`src/rtl/npu_seq_pkg.sv`:
```
// Shared types and sizing helpers for the systolic-array sequencer.
// The optional NPU_SEQ_TIMEOUT_EN build adds a bounded drain with a sticky timeout flag.
package npu_seq_pkg;

   typedef enum logic [2:0] {
      IDLE,
      CLEAR,
      FEED,
      DRAIN,
      CAPTURE,
      DONE
   } seq_state_t;

   // Accumulator width: int8*int8 products plus one growth bit per extra term.
   function automatic int acc_width(input int n);
      return 16 + n - 1;
   endfunction

   // Cycles needed to push the last skewed operand into the far corner PE.
   function automatic int feed_len(input int n);
      return 3 * n - 2;
   endfunction

endpackage

```
`src/rtl/npu_array_sequencer_if.sv`:
```
// Edge bus between the sequencer (master) and the NxN systolic MAC array (slave).
interface npu_array_sequencer_if
   import npu_seq_pkg::*;
#(
   parameter int N = 2
);
   localparam int ACC_W = acc_width(N);

   logic                   arr_clr;
   logic                   arr_en;
   logic [N*8-1:0]         arr_a;
   logic [N*8-1:0]         arr_b;
   logic [N*N-1:0]         arr_pdone;
   logic [N*N*ACC_W-1:0]   arr_out;

   modport master (
      output arr_clr,
      output arr_en,
      output arr_a,
      output arr_b,
      input  arr_pdone,
      input  arr_out
   );

   modport slave (
      input  arr_clr,
      input  arr_en,
      input  arr_a,
      input  arr_b,
      output arr_pdone,
      output arr_out
   );
endinterface

```
`src/rtl/npu_skew_feeder.sv`:
```
// Holds the latched operand matrices and the feed counter, and produces the
// diagonally skewed row (A) and column (B) edge operands as registered outputs.
module npu_skew_feeder
   import npu_seq_pkg::*;
#(
   parameter int N = 2
) (
   input  logic             clk,
   input  logic             rst,
   input  logic             load,
   input  logic [N*N*8-1:0] a_mat,
   input  logic [N*N*8-1:0] b_mat,
   input  logic             feed_now,
   input  logic             feed_next,
   output logic [N*8-1:0]   arr_a,
   output logic [N*8-1:0]   arr_b,
   output logic             feed_last
);
   localparam int FEED_LEN = feed_len(N);
   localparam int T_W      = $clog2(FEED_LEN + 1);

   logic [N*N*8-1:0] a_reg, b_reg;
   logic [T_W-1:0]   t_reg, t_next;
   logic [N*8-1:0]   a_next, b_next;
   logic [N*8-1:0]   arr_a_reg, arr_b_reg;

   // FEED is only entered from CLEAR, so a fresh run always starts at t=0.
   assign t_next    = feed_now ? (t_reg + T_W'(1)) : '0;
   assign feed_last = feed_now && (t_reg == T_W'(FEED_LEN - 1));

   // Lane gi carries A[gi][t-gi] on the row edge and B[t-gi][gi] on the column edge.
   for (genvar gi = 0; gi < N; gi++) begin : g_lane
      logic [7:0] a_lane, b_lane;

      always_comb begin
         a_lane = '0;
         b_lane = '0;
         for (int k = 0; k < N; k++) begin
            if (t_next == T_W'(gi + k)) begin
               a_lane = a_reg[(gi*N + k)*8 +: 8];
               b_lane = b_reg[(k*N + gi)*8 +: 8];
            end
         end
      end

      assign a_next[gi*8 +: 8] = a_lane;
      assign b_next[gi*8 +: 8] = b_lane;
   end

   always_ff @(posedge clk or posedge rst) begin
      if (rst) begin
         a_reg     <= '0;
         b_reg     <= '0;
         t_reg     <= '0;
         arr_a_reg <= '0;
         arr_b_reg <= '0;
      end else begin
         if (load) begin
            a_reg <= a_mat;
            b_reg <= b_mat;
         end
         t_reg     <= feed_next ? t_next : '0;
         arr_a_reg <= feed_next ? a_next : '0;
         arr_b_reg <= feed_next ? b_next : '0;
      end
   end

   assign arr_a = arr_a_reg;
   assign arr_b = arr_b_reg;

endmodule

```
`src/rtl/npu_array_sequencer.sv`:
```
// Sequences one run of the NxN systolic MAC array: latch, clear, skewed feed,
// drain until all PEs report done, capture results. Option: NPU_SEQ_TIMEOUT_EN.
module npu_array_sequencer
   import npu_seq_pkg::*;
#(
   parameter int N = 2
) (
   input  logic                           clk,
   input  logic                           rst,
   input  logic                           start,
   input  logic [N*N*8-1:0]               a_mat,
   input  logic [N*N*8-1:0]               b_mat,
   output logic                           busy,
   output logic                           done,
   output logic [N*N*acc_width(N)-1:0]    result,
   output logic                           timeout,
   npu_array_sequencer_if.master          arr
);
   localparam int ACC_W = acc_width(N);

   seq_state_t state_reg, state_next;

   logic                 accept;
   logic                 all_done;
   logic                 feed_last;
   logic                 drain_expire;
   logic                 busy_reg, done_reg, clr_reg, en_reg;
   logic [N*N*ACC_W-1:0] result_reg;

   assign accept   = (state_reg == IDLE) && start;
   assign all_done = &arr.arr_pdone;

`ifdef NPU_SEQ_TIMEOUT_EN
   localparam int DRAIN_MAX = 4 * N;
   localparam int D_W       = $clog2(DRAIN_MAX + 1);

   logic [D_W-1:0] drain_cnt_reg;
   logic           timeout_reg;

   assign drain_expire = (state_reg == DRAIN) && !all_done &&
                         (drain_cnt_reg == D_W'(DRAIN_MAX - 1));

   always_ff @(posedge clk or posedge rst) begin
      if (rst) begin
         drain_cnt_reg <= '0;
         timeout_reg   <= 1'b0;
      end else begin
         drain_cnt_reg <= (state_reg == DRAIN) ? (drain_cnt_reg + D_W'(1)) : '0;
         if (accept) begin
            timeout_reg <= 1'b0;
         end else if (drain_expire) begin
            timeout_reg <= 1'b1;
         end
      end
   end

   assign timeout = timeout_reg;
`else
   assign drain_expire = 1'b0;
   assign timeout      = 1'b0;
`endif

   always_comb begin
      state_next = state_reg;
      case (state_reg)
         IDLE:    if (accept) state_next = CLEAR;
         CLEAR:   state_next = FEED;
         FEED:    if (feed_last) state_next = DRAIN;
         DRAIN:   if (all_done || drain_expire) state_next = CAPTURE;
         CAPTURE: state_next = DONE;
         DONE:    state_next = IDLE;
         default: state_next = IDLE;
      endcase
   end

   // Control outputs are decoded from the next state so they are flop outputs
   // that line up exactly with the state they describe.
   always_ff @(posedge clk or posedge rst) begin
      if (rst) begin
         state_reg  <= IDLE;
         busy_reg   <= 1'b0;
         done_reg   <= 1'b0;
         clr_reg    <= 1'b0;
         en_reg     <= 1'b0;
         result_reg <= '0;
      end else begin
         state_reg <= state_next;
         busy_reg  <= (state_next != IDLE);
         done_reg  <= (state_next == DONE);
         clr_reg   <= (state_next == CLEAR);
         en_reg    <= (state_next == FEED) || (state_next == DRAIN);
         if (state_reg == CAPTURE) begin
            result_reg <= arr.arr_out;
         end
      end
   end

   npu_skew_feeder #(
      .N (N)
   ) u_feeder (
      .clk       (clk),
      .rst       (rst),
      .load      (accept),
      .a_mat     (a_mat),
      .b_mat     (b_mat),
      .feed_now  (state_reg == FEED),
      .feed_next (state_next == FEED),
      .arr_a     (arr.arr_a),
      .arr_b     (arr.arr_b),
      .feed_last (feed_last)
   );

   assign busy        = busy_reg;
   assign done        = done_reg;
   assign result      = result_reg;
   assign arr.arr_clr = clr_reg;
   assign arr.arr_en  = en_reg;

endmodule

```
`src/flat_wrapper.sv`:
```
// flat-port wrapper written by rule: the top's interface ports become plain ports
module npu_array_sequencer_flat import npu_seq_pkg::*;
#(
   parameter int N = 2
)
  (clk, rst, start, a_mat, b_mat, busy, done, result, timeout, arr_arr_clr, arr_arr_en, arr_arr_a, arr_arr_b, arr_arr_pdone, arr_arr_out);
  npu_array_sequencer_if #(.N(N)) arr_i ();
  input  logic clk;
  input  logic rst;
  input  logic start;
  input  logic [N*N*8-1:0] a_mat;
  input  logic [N*N*8-1:0] b_mat;
  output logic busy;
  output logic done;
  output logic [N*N*acc_width(N)-1:0] result;
  output logic timeout;
  output wire logic [$bits(arr_i.arr_clr)-1:0] arr_arr_clr;
  output wire logic [$bits(arr_i.arr_en)-1:0] arr_arr_en;
  output wire logic [$bits(arr_i.arr_a)-1:0] arr_arr_a;
  output wire logic [$bits(arr_i.arr_b)-1:0] arr_arr_b;
  input wire logic [$bits(arr_i.arr_pdone)-1:0] arr_arr_pdone;
  input wire logic [$bits(arr_i.arr_out)-1:0] arr_arr_out;
  assign arr_arr_clr = arr_i.arr_clr;
  assign arr_arr_en = arr_i.arr_en;
  assign arr_arr_a = arr_i.arr_a;
  assign arr_arr_b = arr_i.arr_b;
  assign arr_i.arr_pdone = arr_arr_pdone;
  assign arr_i.arr_out = arr_arr_out;
  npu_array_sequencer #(.N(N)) u_core (.clk(clk), .rst(rst), .start(start), .a_mat(a_mat), .b_mat(b_mat), .busy(busy), .done(done), .result(result), .timeout(timeout), .arr(arr_i));
endmodule
```
`config.mk`:
```
export PLATFORM = sky130hd
export DESIGN_NAME = npu_array_sequencer_flat
export DESIGN_NICKNAME = d
export VERILOG_FILES = /design/src/rtl/npu_seq_pkg.sv /design/src/rtl/npu_array_sequencer_if.sv /design/src/rtl/npu_skew_feeder.sv /design/src/rtl/npu_array_sequencer.sv /design/src/flat_wrapper.sv
export SDC_FILE = /design/constraint.sdc
export NUM_CORES = 1
export LEC_CHECK = 0
export ABC_AREA = 1
export CELL_PAD_IN_SITES_DETAIL_PLACEMENT = 1
export CELL_PAD_IN_SITES_GLOBAL_PLACEMENT = 1
export CORE_ASPECT_RATIO = 1.2
export CORE_UTILIZATION = 30
export DETAILED_ROUTE_END_ITERATION = 7
export HOLD_SLACK_MARGIN = 0.1
export PLACE_DENSITY = 0.72
export SYNTH_ARGS = -nofsm -noshare
export SYNTH_HDL_FRONTEND = slang
export SYNTH_SLANG_ARGS = --single-unit
```
`constraint.sdc`:
```
create_clock -name clk -period 17 [get_ports clk]
set_clock_uncertainty 0.2 [all_clocks]
set_input_delay 2.55 -clock clk [delete_from_list [all_inputs] [get_ports clk]]
set_output_delay 2.55 -clock clk [all_outputs]
set_load 0.03 [all_outputs]
```
==> flow_summary.ini, run 1 <==
[worst_setup_path]
slowest_delay_ns = 0.85
worstSetupEndpointType = asynchronous set/reset pin
arrival_ns = 4.56
worst-path-stages = 3
crit_family = buffers and inverters
cpMaxStageDelayCell = buf_4
cp_max_fo = 100
critical_path.startpoint_type = primary input
reg2reg_from = u_core.u_feeder.t_reg[0]$_DFF_PP0_
r2r_end = u_core.u_feeder.arr_b[7]$_DFF_PP0_
r2r.worst_path.cells = 8
path_cells = clkdlybuf4s50_1 -> clkinv_4 -> buf_4
regToRegSetupSlack_ns = 14.25
required_ns = 17.21
critical_path_buf_inv_count = 3
path_class = primary input to asynchronous set/reset pin

[timing]
tightest_slew_ns = 1.10
slew_headroom = 0.264
slew_violations = 0
hold_viol_final = 0
rsz0062_at_grt = false
period_minus_slack_ns = 4.36
fin_crit_sh = 0.256
max_freq_mhz = 230
setup-tns-final_ns = 0
finalSetupViolations = 0

[grt]
grt_max_degree = 128
grt_pass1_vias = 6107
grt_usage = 0.176
grt_pass1_wl_um = 32200
antenna_found_initial = 1
grt_overflow_total = 0

[power_and_ir_drop]
switching_share = 0.402
ir_drop_v = 0.0000703
p_int_mw = 1.13
switchingPower_mw = 0.758
combPwrFrac = 0.431
power_per_cell_area_nw_per_um2 = 186
seq_power_share = 0.351
clkPwrFrac = 0.218
leakage_nw = 4.61

[clock_network]
cts_setup_buffers = 0
cts.sinks = 174
h-tree-depth = 4
clock_latency_ns = 0.43
cts_buffers = 17
cts_tree = built
clk_pin_slew_ns = 0.07
cts_root_buf = clkbuf_16
cts_buffer_depth = 2
cts.repair.resized = 0
holdBufCountCts = 0

[finish]
regArea_um2 = 4350
final_cell_mix = nand2_1, clkdlybuf4s50_1, dfrtp_1, nor2_1, inv_1
syn_to_final_growth_pct = 46.2
n_antenna_cell = 0
fin_nets = 1152
fill_cells = 2624
mostFrequentLayoutCell = nand2_1
largest_register_ffs = 68
fin_cells = 1301
multi_input_area_um2 = 2090
layout-drive-gt1-share = 0.0499

[min_path]
min_to = u_core.result[18]$_DFFE_PP0N_
hold_path.class = flop to flop
hold_start = u_core.result[18]$_DFFE_PP0N_
min_path_cells = 2

[yosys]
synth-xor-area-share = 0
syn_area_um2 = 6940
syn_inst = 787
synth_fa_ha_area_frac = 0.00361
synth-seq-area-share = 0.627
syn_avg_cell_area_um2 = 8.82
synth_mux_area_frac = 0
synth-seq-cells = 174
yosysUniqueCellTypes = 23
synth_top_family_by_area = simple AND/OR/NAND/NOR gates
synth-compound-area-share = 0.0496
synthSimpleGateAreaFrac = 0.246
yosysWarningCount = 0
synth_fp_nets = 928

[place]
dp_cells = 1271
gp_congestion = 0.766
dpl.hpwl_um = 13400
portBuffers = 242

[floorplan]
rows = 60
design.portCount = 244
chipWidth_um = 141
dieArea_um2 = 23700
fp.dieH_um = 169
core_um2 = 22500
start_util = 0.308

[detailed_routing]
drt-initial-drc-count = 230
wl_per_cell_um = 15.5
ant_nets = 0
vias = 5901
dr.pass1.iters = 4
drt_wl_total_um = 20100
drc_errors = 0
avgViaCountPerCell = 4.54

[flow_run]
maxCapViolations = 0

[outcome]
status = finished clean
per-layer routing:
metal  routed length [um]  GRT usage
met1                 9300      0.226
met2                 9170      0.285
met3                 1400     0.0554
met4                  219     0.0468
met5                   15          0
tightest hold or removal path: stages (launching register included):
cell and delay (ns):
dfrtp_1 0.34, nand2_1 0.05, nand2_1 0.05
final cells by class:
class,instances,share of cell area
inverter,74,0.0280
timing repair buffer,247,0.243
clock buffer,17,0.0419
multi-input combinational,497,0.206
clock inverter,13,0.0178
tap,279,0.0344
sequential,174,0.429
stage by stage:
stage          power [mW]  utilization  setup WS (ns)  hold WS (ns)  area (um2)
4_1_cts              1.91        0.450          12.50         0.282       10100
6_report             1.88        0.450          12.65         0.276       10100
2_1_floorplan        1.17            -           9.53         0.305        6940
3_3_place_gp         1.47        0.423          12.03         0.261        9540
3_5_place_dp         1.49        0.423          12.03         0.264        9540
5_1_grt              2.01        0.450          12.29         0.297       10100
logic make-up (layout without fill, tap and decap cells):
| kind of cell | Yosys count | in the layout |
|---|---|---|
| other | 1 | 1 |
| DFF | 174 | 174 |
| and+or+nand+nor | 426 | 426 |
| AOI/OAI and AO/OA | 68 | 68 |
| buffers and inverters | 116 | 351 |
| adders and majority gates | 2 | 2 |
cell usage after synthesis:
cell type  count  share of area
buf_1          2         0.0011
buf_2         24          0.017
buf_4          2         0.0022
buf_6          4         0.0065
clkbuf_1      10         0.0054
conb_1         1        0.00054
dfrtp_1      174           0.63
ha_1           2         0.0036
inv_1         70          0.038
inv_2          4         0.0022
nand2_1      277           0.15
nand2_2        1        0.00090
nand2_4        1         0.0016
nand3_1        4         0.0029
nand3_2        2         0.0029
nand4_1        1        0.00090
nor2_1        88          0.048
nor2_2         1        0.00090
nor2_4         2         0.0032
nor3_1        48          0.035
o21ai_0       67          0.048
o21ai_2        1         0.0013
or2_2          1        0.00090
how the worst max path moves through the flow:
stage | start | endpoint
2_1_floorplan | rst | u_core.arr.arr_clr$_DFF_PP0_
3_3_place_gp | rst | u_core.result[60]$_DFFE_PP0N_
3_5_place_dp | rst | u_core.result[32]$_DFFE_PP0N_
4_1_cts | rst | u_core.u_feeder.arr_a[8]$_DFF_PP0_
5_1_grt | rst | u_core.result[63]$_DFFE_PP0N_
6_report | rst | u_core.result[63]$_DFFE_PP0N_
power groups by stage:
stage / Sequential, mW / Combinational, mW / Clock [mW]
after global routing: 0.681 / 0.893 / 0.440
after CTS: 0.664 / 0.828 / 0.422
after floorplan: 0.853 / 0.313 / 0
after detailed placement: 0.670 / 0.822 / 0
after global placement: 0.664 / 0.805 / 0
final: 0.662 / 0.813 / 0.410
Power figures use the tool's default switching activity.
==> run 2, diff against run 1 <==
==> constraint.sdc (replaced) <==
create_clock -name clk -period 4.55 [get_ports clk]
set_clock_uncertainty 0.2 [all_clocks]
set_input_delay 0.6825 -clock clk [delete_from_list [all_inputs] [get_ports clk]]
set_output_delay 0.6825 -clock clk [all_outputs]
set_load 0.03 [all_outputs]
==> run 2 against run 1 <==
Compared with the run above:
- critical endpoint is now u_core.u_feeder.arr_b[4]$_DFF_PP0_
- first-iteration DRC count is 12% lower
- critical path depth is 5 higher
- final area hardly changed
- power grew to 3.7 times the previous value
- critical path type is now flop to flop
- die area stayed put
- worst setup slack worse by 11 ns
- sequential power grew to 3.7 times the previous value
- cell count is 0.46% higher
- non-clock buffer count is 2 higher
- largest cell class unchanged
==> flow_summary.ini, run 2 (synthesis results as in run 1) <==
[place]
dp_cells = 1273
gp_congestion = 0.724
dpl.hpwl_um = 13600
portBuffers = 242

[clock_network]
cts_buffer_depth = 2
cts_root_buf = clkbuf_16
cts_buffers = 17
cts.sinks = 174
cts_tree = built
h-tree-depth = 4
cts.repair.resized = 0
clk_pin_slew_ns = 0.07
cts_setup_buffers = 0
holdBufCountCts = 0
clock_latency_ns = 0.42

[timing]
tightest_slew_ns = 0.862
setup-tns-final_ns = 0
period_minus_slack_ns = 2.66
fin_hold_ws_ns = 0.280
hold_viol_final = 0
rsz0062_at_grt = false
fin_crit_sh = 0.584
slew_violations = 0
max_freq_mhz = 376
finalSetupViolations = 0
slew_headroom = 0.424

[worst_setup_path]
path_cells = ha_1 -> ha_1 -> nand2_1 -> nor2_1 -> nor2_4 -> nor2_1 -> nor2_1 -> nor2_1
crit_family = simple AND/OR/NAND/NOR gates
reg2reg_from = u_core.u_feeder.t_reg[0]$_DFF_PP0_
required_ns = 4.65
cpMaxStageDelayCell = nand2_1
worst-path-stages = 8
cp_max_fo = 17
worstSetupEndpointType = flop
r2r.worst_path.cells = 8
regToRegSetupSlack_ns = 1.89
slowest_delay_ns = 0.51
arrival_ns = 2.75
critical_path.startpoint_type = flop
r2r_end = u_core.u_feeder.arr_b[4]$_DFF_PP0_
critical_path_buf_inv_count = 0
crit_top_cell = nor2_1
path_class = flop to flop

[detailed_routing]
drc_errors = 0
dr.pass1.iters = 4
drt_wl_total_um = 20100
ant_nets = 0
wl_per_cell_um = 15.3
avgViaCountPerCell = 4.49
drt-initial-drc-count = 203
vias = 5874

[flow_run]
maxCapViolations = 0

[outcome]
status = finished clean

[power_and_ir_drop]
clkPwrFrac = 0.203
seq_power_share = 0.358
leakage_nw = 4.60
combPwrFrac = 0.439
power_per_cell_area_nw_per_um2 = 681
switching_share = 0.413
p_int_mw = 4.05
ir_drop_v = 0.000279
switchingPower_mw = 2.85

[floorplan]
chipWidth_um = 141
fp.dieH_um = 169
start_util = 0.308
dieArea_um2 = 23700
rows = 60
core_um2 = 22500
design.portCount = 244

[finish]
fin_nets = 1154
fin_cells = 1307
final_cell_mix = nand2_1, clkdlybuf4s50_1, dfrtp_1, nor2_1, inv_1
largest_register_ffs = 68
layout-drive-gt1-share = 0.0536
mostFrequentLayoutCell = nand2_1
syn_to_final_growth_pct = 46.1

[min_path]
hold_start = u_core.result[8]$_DFFE_PP0N_
min_to = u_core.result[8]$_DFFE_PP0N_
min_path_cells = 2
hold_path.class = flop to flop

[grt]
grt_pass1_wl_um = 32700
grt_max_degree = 72
antenna_found_initial = 3
grt_usage = 0.176
grt_pass1_vias = 6219
grt_overflow_total = 0
==> run 2: cell count changes in the layout (fill, tap and decap cells not counted), sizes merged <==
cell,delta
clkinv,+1
inv,+2
bufinv,-3
diode,+2
clkinvlp,+2
buf,+2
==> run 2: power groups by stage <==
stage	sequential, mW	clock (mW)	combinational [mW]
floorplan	3.19	0	1.17
global placement	2.48	0	3.00
detailed placement	2.51	0	3.07
CTS	2.48	1.45	3.09
global route	2.55	1.51	3.32
finish	2.48	1.40	3.03
==> run 2: final cells by class <==
| class | count | area [um2] |
|---|---|---|
| diodes | 2 | 5.00 |
| well taps | 279 | 349 |
| fillers | 2629 | 12400 |
| multi-input cells | 497 | 2090 |
| repair buffers | 249 | 2500 |
| clock inverters | 15 | 129 |
| inverters | 74 | 283 |
| flip-flops and latches | 174 | 4350 |
| clock buffers | 17 | 425 |
==> run 2: metrics by stage <==
stage	utilization	power, mW	instance area [um2]	setup slack [ns]
3_3_place_gp	0.425	5.48	9580	1.82
5_1_grt	0.450	7.37	10100	1.68
2_1_floorplan	-	4.36	6940	1.44
4_1_cts	0.450	7.02	10100	1.83
3_5_place_dp	0.425	5.58	9580	1.75
6_report	0.450	6.91	10100	1.89
==> run 2: metal layers <==
metal	up-vias	GRT usage	wire (um)
li1	2853	-	-
met1	2818	0.220	9070
met2	188	0.293	9400
met3	15	0.0537	1380
met4	0	0.0534	196
met5	-	0	0
==> run 2: worst max-delay path by stage <==
stage                                  startpoint                                    to
2_1_floorplan                                 rst          u_core.arr.arr_clr$_DFF_PP0_
3_3_place_gp                                start  u_core.u_feeder.a_reg[9]$_DFFE_PP0P_
3_5_place_dp                                start  u_core.u_feeder.b_reg[7]$_DFFE_PP0P_
4_1_cts        u_core.u_feeder.t_reg[0]$_DFF_PP0_    u_core.u_feeder.arr_b[4]$_DFF_PP0_
5_1_grt        u_core.u_feeder.t_reg[0]$_DFF_PP0_    u_core.u_feeder.arr_b[3]$_DFF_PP0_
6_report       u_core.u_feeder.t_reg[0]$_DFF_PP0_    u_core.u_feeder.arr_b[4]$_DFF_PP0_
==> run 2: worst register-to-register path, delay by kind of cell, from the launching register on <==
kind / cells / cell delay [ns]
simple gates: 6 / 1.41
flops: 1 / 0.39
fa+ha+maj: 2 / 0.53
